--- src/rtl/mac_seq_ctrl_pkg.sv ---
// Shared types and constants for the MAC sequencer slice.
// Default widths, the controller state encoding, and signed accumulator limits.
package mac_pkg;

   localparam int DEF_DATA_W = 8;
   localparam int DEF_ACC_W  = 20;
   localparam int DEF_LEN_W  = 8;

   typedef enum logic [1:0] {
      ST_IDLE = 2'd0,
      ST_RUN  = 2'd1,
      ST_DONE = 2'd2
   } mac_state_e;

   // Largest and smallest value representable in a signed acc_w-bit accumulator.
   function automatic logic signed [63:0] acc_lim_hi(input int acc_w);
      return (64'sd1 <<< (acc_w - 1)) - 64'sd1;
   endfunction

   function automatic logic signed [63:0] acc_lim_lo(input int acc_w);
      return -(64'sd1 <<< (acc_w - 1));
   endfunction

endpackage

--- src/rtl/mac_seq_ctrl_if.sv ---
// Operand stream and result handshake between feeder, MAC sequencer and collector.
// master drives operands and result backpressure; slave is the sequencer.
interface mac_seq_ctrl_if #(
   parameter int DATA_W = mac_pkg::DEF_DATA_W,
   parameter int ACC_W  = mac_pkg::DEF_ACC_W
);

   logic                     in_valid;
   logic                     in_ready;
   logic signed [DATA_W-1:0] in_a;
   logic signed [DATA_W-1:0] in_b;
   logic                     out_valid;
   logic                     out_ready;
   logic signed [ACC_W-1:0]  acc_out;
   logic                     overflow;

   modport master (
      output in_valid, in_a, in_b, out_ready,
      input  in_ready, out_valid, acc_out, overflow
   );

   modport slave (
      input  in_valid, in_a, in_b, out_ready,
      output in_ready, out_valid, acc_out, overflow
   );

endinterface

--- src/rtl/mac_seq_ctrl_pe.sv ---
// Combinational signed multiply-accumulate step with overflow detect.
// Clamps to the accumulator limits when MAC_SEQ_SATURATE_EN is defined, wraps otherwise.
module mac_pe
   import mac_pkg::*;
#(
   parameter int DATA_W = DEF_DATA_W,
   parameter int ACC_W  = DEF_ACC_W
) (
   input  logic signed [DATA_W-1:0] a,
   input  logic signed [DATA_W-1:0] b,
   input  logic signed [ACC_W-1:0]  acc,
   output logic signed [ACC_W-1:0]  acc_next,
   output logic                     ovf
);

   localparam int PW = 2 * DATA_W;

   logic signed [PW-1:0] a_x;
   logic signed [PW-1:0] b_x;
   logic signed [PW-1:0] prod;
   logic signed [ACC_W:0] sum;

   assign a_x  = {{DATA_W{a[DATA_W-1]}}, a};
   assign b_x  = {{DATA_W{b[DATA_W-1]}}, b};
   assign prod = a_x * b_x;

   // One guard bit holds the true sum, so overflow is a disagreement of the top two bits.
   assign sum = {acc[ACC_W-1], acc} + {{(ACC_W + 1 - PW){prod[PW-1]}}, prod};
   assign ovf = sum[ACC_W] ^ sum[ACC_W-1];

`ifdef MAC_SEQ_SATURATE_EN
   localparam logic signed [ACC_W-1:0] ACC_MAX = ACC_W'(acc_lim_hi(ACC_W));
   localparam logic signed [ACC_W-1:0] ACC_MIN = ACC_W'(acc_lim_lo(ACC_W));

   always_comb begin
      acc_next = sum[ACC_W-1:0];
      if (ovf) begin
         acc_next = sum[ACC_W] ? ACC_MIN : ACC_MAX;
      end
   end
`else
   assign acc_next = sum[ACC_W-1:0];
`endif

endmodule

--- src/rtl/mac_seq_ctrl.sv ---
// MAC datapath sequencer: takes a length-N command, accumulates N operand-pair products,
// then holds the result until collected. Optional clamping via MAC_SEQ_SATURATE_EN.
//
// state   | meaning
// --------+----------------------------------------------------------
// ST_IDLE | waiting for start; len latched and acc cleared on accept
// ST_RUN  | in_ready high; one product accumulated per beat
// ST_DONE | out_valid high; acc_out/overflow held until out_ready
module mac_seq_ctrl
   import mac_pkg::*;
#(
   parameter int DATA_W = DEF_DATA_W,
   parameter int ACC_W  = DEF_ACC_W,
   parameter int LEN_W  = DEF_LEN_W
) (
   input  logic              clk,
   input  logic              rst,
   input  logic              start,
   input  logic [LEN_W-1:0]  len,
   output logic              busy,
   mac_seq_ctrl_if.slave     bus
);

   mac_state_e              state;
   logic [LEN_W-1:0]        beats_left;
   logic signed [ACC_W-1:0] acc;
   logic signed [ACC_W-1:0] acc_next;
   logic                    step_ovf;
   logic                    overflow_q;

   mac_pe #(
      .DATA_W (DATA_W),
      .ACC_W  (ACC_W)
   ) u_pe (
      .a        (bus.in_a),
      .b        (bus.in_b),
      .acc      (acc),
      .acc_next (acc_next),
      .ovf      (step_ovf)
   );

   assign bus.acc_out  = acc;
   assign bus.overflow = overflow_q;

   always_ff @(posedge clk) begin
      if (rst) begin
         state         <= ST_IDLE;
         beats_left    <= '0;
         acc           <= '0;
         overflow_q    <= 1'b0;
         busy          <= 1'b0;
         bus.in_ready  <= 1'b0;
         bus.out_valid <= 1'b0;
      end else begin
         case (state)
            ST_IDLE: begin
               if (start) begin
                  acc        <= '0;
                  overflow_q <= 1'b0;
                  beats_left <= len;
                  busy       <= 1'b1;
                  if (len == '0) begin
                     state         <= ST_DONE;
                     bus.out_valid <= 1'b1;
                  end else begin
                     state        <= ST_RUN;
                     bus.in_ready <= 1'b1;
                  end
               end
            end
            ST_RUN: begin
               if (bus.in_valid && bus.in_ready) begin
                  acc        <= acc_next;
                  beats_left <= beats_left - LEN_W'(1);
                  if (step_ovf) begin
                     overflow_q <= 1'b1;
                  end
                  // Down-counter terminal count: this beat is the last of the command.
                  if (beats_left == LEN_W'(1)) begin
                     state         <= ST_DONE;
                     bus.in_ready  <= 1'b0;
                     bus.out_valid <= 1'b1;
                  end
               end
            end
            ST_DONE: begin
               if (bus.out_ready) begin
                  state         <= ST_IDLE;
                  bus.out_valid <= 1'b0;
                  busy          <= 1'b0;
               end
            end
            default: begin
               state         <= ST_IDLE;
               busy          <= 1'b0;
               bus.in_ready  <= 1'b0;
               bus.out_valid <= 1'b0;
            end
         endcase
      end
   end

endmodule

--- src/flat_wrapper.sv ---
// flat-port wrapper written by rule: the top's interface ports become plain ports
module mac_seq_ctrl_flat import mac_pkg::*;
#(
   parameter int DATA_W = DEF_DATA_W,
   parameter int ACC_W  = DEF_ACC_W,
   parameter int LEN_W  = DEF_LEN_W
)
  (clk, rst, start, len, busy, bus_in_valid, bus_in_a, bus_in_b, bus_out_ready, bus_in_ready, bus_out_valid, bus_acc_out, bus_overflow);
  mac_seq_ctrl_if #(.DATA_W(DATA_W), .ACC_W(ACC_W)) bus_i ();
  input  logic clk;
  input  logic rst;
  input  logic start;
  input  logic [LEN_W-1:0] len;
  output logic busy;
  input wire logic [$bits(bus_i.in_valid)-1:0] bus_in_valid;
  input wire logic [$bits(bus_i.in_a)-1:0] bus_in_a;
  input wire logic [$bits(bus_i.in_b)-1:0] bus_in_b;
  input wire logic [$bits(bus_i.out_ready)-1:0] bus_out_ready;
  output wire logic [$bits(bus_i.in_ready)-1:0] bus_in_ready;
  output wire logic [$bits(bus_i.out_valid)-1:0] bus_out_valid;
  output wire logic [$bits(bus_i.acc_out)-1:0] bus_acc_out;
  output wire logic [$bits(bus_i.overflow)-1:0] bus_overflow;
  assign bus_i.in_valid = bus_in_valid;
  assign bus_i.in_a = bus_in_a;
  assign bus_i.in_b = bus_in_b;
  assign bus_i.out_ready = bus_out_ready;
  assign bus_in_ready = bus_i.in_ready;
  assign bus_out_valid = bus_i.out_valid;
  assign bus_acc_out = bus_i.acc_out;
  assign bus_overflow = bus_i.overflow;
  mac_seq_ctrl #(.DATA_W(DATA_W), .ACC_W(ACC_W), .LEN_W(LEN_W)) u_core (.clk(clk), .rst(rst), .start(start), .len(len), .busy(busy), .bus(bus_i));
endmodule
--- config.mk ---
export PLATFORM = sky130hd
export DESIGN_NAME = mac_seq_ctrl_flat
export DESIGN_NICKNAME = d
export VERILOG_FILES = /design/src/rtl/mac_seq_ctrl_pkg.sv /design/src/rtl/mac_seq_ctrl_if.sv /design/src/rtl/mac_seq_ctrl_pe.sv /design/src/rtl/mac_seq_ctrl.sv /design/src/flat_wrapper.sv
export SDC_FILE = /design/constraint.sdc
export NUM_CORES = 1
export LEC_CHECK = 0
export ABC_CLOCK_PERIOD_IN_PS = 8450
export CORE_ASPECT_RATIO = 1.75
export CORE_MARGIN = 2
export CORE_UTILIZATION = 64
export DETAILED_ROUTE_END_ITERATION = 7
export GPL_TIMING_DRIVEN = 0
export HOLD_SLACK_MARGIN = 0.08
export PLACE_DENSITY = 0.88
export SYNTH_ARGS = -nofsm -noshare
export SYNTH_HDL_FRONTEND = slang
export SYNTH_SLANG_ARGS = --single-unit
--- constraint.sdc ---
create_clock -name clk -period 8.45 [get_ports clk]
set_clock_uncertainty 0.2 [all_clocks]
set_input_delay 0.845 -clock clk [delete_from_list [all_inputs] [get_ports clk]]
set_output_delay 0.845 -clock clk [all_outputs]
set_load 0.02 [all_outputs]
==> Yosys cells after proc, flatten, opt, wreduce, memory -nomap -nowiden <==
Cells that the tools add are included.
{ "classes": {"n_addsub": 2, "n_mul": 1, "div_mod_pow": 0, "magnitude_cmp": 0, "eq_ne": 10, "shifts": 0, "muxes": 29, "n_bitwise": 3, "reduce_logical": 10} }
{ "op_table": {"columns": ["op", "count"], "rows": [
  ["$mux W20", 2],
  ["$pmux W20 S2", 1],
  ["$add A20 B16 Y21", 1],
  ["$mul A8 B8 Y16", 1],
  ["$mux W8", 2],
  ["$pmux W8 S2", 1],
  ["$mux W1", 13],
  ["$mux W2", 5],
  ["$reduce_and A5 Y1", 2],
  ["$pmux W1 S3", 3],
  ["$eq A8 B1 Y1 const B", 1],
  ["$logic_not A8 Y1", 1],
  ["$ne A2 B1 Y1 const B", 4],
  ["$reduce_and A4 Y1", 2],
  ["$sub A8 B1 Y8 const B", 1],
  ["$ne A2 B2 Y1 const B", 3],
  ["$pmux W2 S3", 1],
  ["$reduce_and A3 Y1", 2],
  ["$eq A2 B1 Y1 const B", 1],
  ["$eq A2 B2 Y1 const B", 1],
  ["$logic_not A2 Y1", 1],
  ["$not A1 Y1", 2],
  ["$pmux W1 S2", 1],
  ["$reduce_bool A2 Y1", 1],
  ["2 further kinds", 2]
]} }
{ "word_totals": {"regBits": 34, "latch_bits": 0, "mem_bits_rw": 0, "romBits": 0, "inputBits": 29, "mem_count": 0} }

==> Logic depth before layout (Yosys ltp) <==
Gate-level depths: netlist (run 1).
{ "depth": {"ltp_word": 6, "ltp_mapped": 20, "depth_no_buf": 19} }

==> Modules after synthesis <==
From an unflattened synthesis (run 1), not the netlist that was laid out.
{ "unflattened": {"hier_cells": 557, "area_unflattened_um2": 5286.3} }
{ "modules_own_cells": {"columns": ["module", "n_inst", "cells_per_inst", "area_per_inst_um2", "seq_area_each_um2"], "rows": [
  ["mac_pe", 1, 383, 3713.6, 0.0],
  ["mac_seq_ctrl", 1, 174, 1572.8, 680.7]
]} }

==> Least setup slack after synthesis (run 1) <==
OpenSTA, ideal clock, no wires.
{ "synth_path": {"path_type": "input to register", "startpoint": "in bus_in_b[0]", "endpoint": "reg u_core.acc[17], in the netlist u_core.bus.acc_out[17]", "t_arrival_ps": 5754, "slack_ps": 2378, "cell_stages": 16, "path_buffers": 0, "path_cell_list": "and2_1 -> inv_1 -> fa_1 -> inv_1 -> fa_1 -> fa_1 -> fa_1 -> fa_1 -> ha_1 -> and2_4 -> a221oi_2 -> a211o_2 -> a21boi_2 -> o21a_1 -> or3_1 -> a32o_1"} }
{ "synth_between": {"elab_chain_cells": 4} }
{ "synth_rtl": {"columns": ["item", "line", "source"], "rows": [
  ["start, declared", "flat_wrapper.sv:17", "input wire logic [$bits(bus_i.in_b)-1:0] bus_in_b;"],
  ["$mul A8 B8 Y16", "mac_seq_ctrl_pe.sv:25", "assign prod = a_x * b_x;"],
  ["$add A20 B16 Y21", "mac_seq_ctrl_pe.sv:28", "assign sum = {acc[ACC_W-1], acc} + {{(ACC_W + 1 - PW){prod[PW-1]}}, prod};"],
  ["$mux W20", "mac_seq_ctrl.sv:72", "if (bus.in_valid && bus.in_ready) begin"],
  ["$pmux W20 S2", "mac_seq_ctrl.sv:55", "case (state)"],
  ["end signal, assigned", "mac_seq_ctrl.sv:73", "acc <= acc_next;"],
  ["end, declared", "mac_seq_ctrl.sv:26", "logic signed [ACC_W-1:0] acc;"]
]} }
Every way passes these cells. The select of a mux whose other input is x is not followed.
A chain may end at the register's enable or synchronous reset.

==> Worst setup path in the final report (run 1) <==
Ends and elaborated chain as after synthesis.

==> results.yml, run 1 <==
place:
  port_buffers: 50
  place_ws_ns: 1.20
  gp_congestion: 0.880
  dp_hpwl_mm: 10.1
die:
  std_cell_rows: 43
  die_y_um: 123
  coreArea_sq_um: 7860
  start_util: 0.655
  io_pins: 53
  die_w_um: 71.8
  die_area_sq_um: 8800
layout:
  multi_input_area_sq_um: 4050
  final_core_util: 0.753
  fill_cells: 568
  nNetsFinal: 788
  area_growth_pct: 14.9
  seqCellArea_sq_um: 681
  antenna_cells: 0
  drive_gt1_frac: 0.0275
job:
  drv_cap: 0
timing:
  tns_ns: 0
  report.final.setup_viol: 0
  tightest_slew_ns: 0.937
  hold_viol_final: 0
  max_freq_mhz: 144
  fin_crit_sh: 0.819
  timing.slew.headroom: 0.375
  rsz0062_at_grt: "false"
  setup_ws_ns: 1.53
  min_period_ns: 6.92
  drv_slew: 0
synth:
  synth_most_common_cell: "inv_1"
  synthSimpleGateAreaFrac: 0.157
  synthMuxAreaShare: 0.00389
  synth_top_family_by_area: "adder cells"
  synth_xor_area_frac: 0.0255
  synth_compound_area_frac: 0.121
  syn_inst: 560
  synth.area.top_cells: "fa_1 36%, dfxtp_1 13%, ha_1 12%, inv_1 7.3%, and2_1 4.0%"
  synth_top_area_cell: "fa_1"
  synthArstFlopShare: 0
  synth_top_cells_by_count: "100 x inv_1, 92 x fa_1, 50 x ha_1, 47 x nand2_1, 40 x nor2_1"
  yosysTopAreaCellShare: 0.358
  synthDistinctLibCells: 56
  synth_fa_ha_area_frac: 0.479
  synth_nets: 731
  yosysWarnings: 0
  syn_area_sq_um: 5150
  avgSynthCellArea_sq_um: 9.19
  ys_ff_latch: 34
  ys.flop_type: "dfxtp_1"
  ys_seq_area_frac: 0.132
  synth_edf_count: 0
clock_tree:
  clk_root_buffer_cell: "clkbuf_16"
  worstSkewPairLatency_ns: 0.28
  cts_buffer_depth: 2
  post-cts-setup-buffer-count: 0
  clk_pin_slew_ns: 0.06
  numCtsBuffers: 5
  tritoncts: "built"
  cts_num_sinks: 34
  ctsResizeCount: 0
  h-tree-depth: 2
  hold_buffers: 0
critical_path:
  start_kind: "input pin"
  critPathKind: "input pin to flip-flop"
  critPathArrivalTime_ns: 6.89
  path_max_fanout: 13
  required_ns: 8.42
  cp-end-kind: "flip-flop"
detailed_routing:
  drt_iter0_drc: 123
  first_pass_iters: 4
  routedWlPerCell_um: 16.9
  drc: 0
  via_per_inst: 5.82
  ant_nets: 0
  routed_wirelength_mm: 12.0
  vias: 4119
pwr:
  power_density_nw_per_um2: 319
  ir_worst_vdd_uv: 315
  leakage_nw: 2.78
global_route:
  grt_pass1_vias: 4507
  grt_max_degree: 14
  grt_pass1_wl_mm: 20.2
  grt_overflow: 0
  antenna_found_initial: 0
  track_usage: 0.293
worst_hold_path:
  hold_path_class: "flip-flop to flip-flop"
outcome:
  status: "complete, no violations"
final timing paths:
kind | startpoint | endpoint | slack, ns | cells after the start
hold / removal | u_core.bus.overflow | u_core.bus.overflow | 0.27 | 2
setup / recovery | bus_in_b[0] | u_core.bus.acc_out[17] | 1.53 | 17
setup reg to reg | u_core.bus.acc_out[6] | u_core.bus.acc_out[17] | 3.21 | 17
hold reg to reg | u_core.bus.overflow | u_core.bus.overflow | 0.27 | 2
layout by cell type, fill, tap and decap left out, drive strengths merged, types with 2 or more instances in the layout:
cell	netlist	layout
a211o	2	2
a211oi	6	6
a21boi	3	3
a21o	5	5
a21oi	31	31
a221oi	2	2
a22oi	11	11
and2	34	34
and3	2	2
clkbuf	9	15
clkdlybuf4s50	0	50
clkinv	1	2
dfxtp	34	34
fa	92	92
ha	50	50
inv	100	100
mux2i	2	2
nand2	47	47
nand2b	6	6
nand3	7	7
nand3b	2	2
nand4	2	2
nor2	40	40
nor2b	7	7
nor3	5	5
nor4	3	3
o21a	2	2
o21ai	15	15
o21bai	4	4
o311ai	2	2
or2	2	2
or3	3	3
xnor2	9	9
xor2	6	6
where the power goes:
part	internal [mW]	switching [mW]
sequential	0.185	0.0255
combinational	0.646	0.843
clock	0.117	0.0689
kinds of logic (layout without fill, tap and decap cells):
group | Yosys count | in the layout
DFF | 34 | 34
and+or+nand+nor | 163 | 163
buffers and inverters | 111 | 169
muxes | 2 | 2
AOI/OAI and AO/OA | 93 | 93
adders and majority gates | 142 | 142
xor gates and xnor gates | 15 | 15
final cells by class:
cell class              count  area share
multi-input cells         415       0.685
inverters                 101      0.0641
clock inverters             2     0.00212
clock buffers               6      0.0235
repair buffers             50      0.0847
flip-flops and latches     34       0.115
well taps                  90      0.0190
plain buffers              10     0.00656
stage by stage:
step                      instances  hold slack (ns)  power [mW]  instance area [sq um]
final                           708            0.269        1.88                   5910
after global routing            708            0.303        2.09                   5910
after CTS                       708            0.271        1.88                   5910
after detailed placement        700            0.250        1.68                   5760
after global placement          700            0.258        1.63                   5760
after floorplan                 560            0.252        1.36                   5150
worst max-delay path: stages:
cell	delay (ns)
clkdlybuf4s50_1	0.66
and2_1	0.80
inv_1	0.14
fa_1	0.52
inv_1	0.05
fa_1	0.52
fa_1	0.46
fa_1	0.58
fa_1	0.43
ha_1	0.35
and2_4	0.18
a221oi_2	0.29
a211o_2	0.21
a21boi_2	0.08
o21a_1	0.19
or3_1	0.31
a32o_1	0.25
routing by layer:
metal,GRT usage,up-vias,wire length [um]
met5,0,-,0
met4,0.123,0,429
met3,0.0345,37,379
met2,0.571,104,6940
met1,0.308,2064,4200
li1,-,1914,-
flip-flops by register name (all words and copies together) (netlist names):
register and count:
u_core.bus.acc_out 20, u_core.beats_left 8, u_core.state 2, u_core.bus.in_ready 1, u_core.bus.out_valid 1, u_core.bus.overflow 1, u_core.busy 1
(Power assumes the default switching activity.)
==> run 2: changes to the inputs <==
- ABC_CLOCK_PERIOD_IN_PS: 8450 -> 6300
- CORE_UTILIZATION: 64 -> 53
- PLACE_DENSITY: 0.88 -> 0.78
- clock period: 8.45 -> 6.3 ns (I/O delays scaled with it)
==> results.yml, run 2 (synthesis results as in run 1) <==
timing:
  fin_crit_sh: 0.958
  report.final.setup_viol: 0
  drv_slew: 0
  tightest_slew_ns: 0.635
  min_period_ns: 6.04
  holdWs_ns: 0.264
  max_freq_mhz: 166
  rsz0062_at_grt: "false"
  hold_viol_final: 0
  timing.slew.headroom: 0.575
clock_tree:
  h-tree-depth: 2
  cts_num_sinks: 34
  cts_buffer_depth: 2
  tritoncts: "built"
  worstSkewPairLatency_ns: 0.27
  clk_root_buffer_cell: "clkbuf_16"
  numCtsBuffers: 5
  clk_pin_slew_ns: 0.05
critical_path:
  critPathArrivalTime_ns: 6.00
  crit_path_end: "u_core.bus.acc_out[17]"
  worstPathCellList: "clkdlybuf4s50_1, nand2_1, fa_1, fa_1, inv_1, fa_1, fa_1, fa_1, ha_1, and2_4, a221oi_2, a211o_2, a21boi_2, o21a_1, or3_1, a32o_1"
  reg2reg_from: "u_core.bus.acc_out[6]"
  r2r_slack_ns: 1.11
  cp-end-kind: "flip-flop"
  reg2reg_to: "u_core.bus.acc_out[17]"
  rr_worst_depth: 17
  critPathKind: "input pin to flip-flop"
  crit_top_cell: "fa_1"
  required_ns: 6.27
  crit_start: "bus_in_a[1]"
  start_kind: "input pin"
  critPathMaxStageDelay_ns: 0.67
  path_max_fanout: 8
  cpMaxStageDelayCell: "clkdlybuf4s50_1"
detailed_routing:
  routed_wirelength_mm: 11.7
  drc: 0
  vias: 4070
  via_per_inst: 5.49
  drt_iter0_drc: 122
  first_pass_iters: 4
  routedWlPerCell_um: 15.7
  ant_nets: 0
die:
  std_cell_rows: 47
  start_util: 0.544
  io_pins: 53
  coreArea_sq_um: 9470
  die_w_um: 78.5
  die_y_um: 134
  die_area_sq_um: 10500
place:
  dp_hpwl_mm: 10.0
  dp_cells: 732
  port_buffers: 50
  placed_cell_area_sq_um: 5800
  gp_congestion: 0.867
worst_hold_path:
  hold_path_class: "flip-flop to flip-flop"
layout:
  drive_gt1_frac: 0.0291
  nNetsFinal: 789
  largest_register_ffs: 20
  area_growth_pct: 16.1
  design_area_sq_um: 5980
  fin_cells: 741
  layout_common_cells: "100 x inv_1, 92 x fa_1, 50 x ha_1"
  layout_commonest_cell: "inv_1"
  antenna_cells: 0
  final_core_util: 0.631
global_route:
  grt_pass1_wl_mm: 20.6
  track_usage: 0.246
  grt_pass1_vias: 4544
  antenna_found_initial: 0
  grt_max_degree: 14
  grt_overflow: 0
pwr:
  ir_worst_vdd_uv: 351
  power_density_nw_per_um2: 428
  total_power_mw: 2.56
  leakage_nw: 2.81
outcome:
  status: "complete, no violations"
job:
  drv_cap: 0
-- run 2: stage by stage --
stage | setup TNS (ns) | setup slack (ns)
6_report | 0 | 0.263
2_1_floorplan | 0 | 0.443
3_3_place_gp | -3.21 | -0.625
4_1_cts | 0 | 0.0541
3_5_place_dp | -3.81 | -0.700
5_1_grt | 0 | 0.0553
-- run 2: worst min path at each step --
| stage | slack, ns | from | depth (start not counted) | to |
|---|---|---|---|---|
| 6_report | 0.26 | u_core.bus.overflow | 2 | u_core.bus.overflow |
| 5_1_grt | 0.31 | u_core.beats_left[7] | 2 | u_core.beats_left[7] |
| 4_1_cts | 0.27 | u_core.bus.overflow | 2 | u_core.bus.overflow |
| 3_5_place_dp | 0.25 | u_core.bus.overflow | 2 | u_core.bus.overflow |
| 3_3_place_gp | 0.25 | u_core.bus.overflow | 2 | u_core.bus.overflow |
| 2_1_floorplan | 0.25 | u_core.beats_left[7] | 2 | u_core.beats_left[7] |
-- run 2: critical path, delay by kind of cell --
kind                     cells  cell delay, ns
AND/OR/NAND/NOR              3            0.64
adder cells (fa/ha/maj)      6            2.97
buffers and inverters        2            0.73
AO/OA/AOI/OAI                5            1.03
-- run 2: power breakdown --
| part | internal [mW] | switching, mW |
|---|---|---|
| Sequential | 0.248 | 0.0335 |
| Combinational | 0.868 | 1.14 |
| Clock | 0.187 | 0.0850 |
| Total | 1.30 | 1.26 |
-- run 2: cell type report --
| type | instances | area [sq um] |
|---|---|---|
| fill | 831 | 3490 |
| timing repair buffer | 51 | 510 |
| buffer | 10 | 38.8 |
| sequential | 34 | 681 |
| clock inverter | 1 | 30.0 |
| inverter | 101 | 379 |
| multi-input combinational | 415 | 4050 |
| clock buffer | 7 | 133 |
| tap | 122 | 153 |
-- run 2: what timing repair did --
item / 4_1_cts / 5_1_grt
pin swaps: 0 / 1
endpoints found under the hold margin: 0 / 0
endpoints found under the setup margin: 8 / 4
hold buffers: 0 / 0
buffers inserted: 0 / 1
resized for setup: 2 / 3
-- run 2: routing by layer --
layer,global-route usage,up-vias,wire length [um]
met4,0.0955,0,330
met5,0,-,0
li1,-,1916,-
met2,0.481,103,6840
met3,0.0229,28,332
met1,0.264,2023,4150
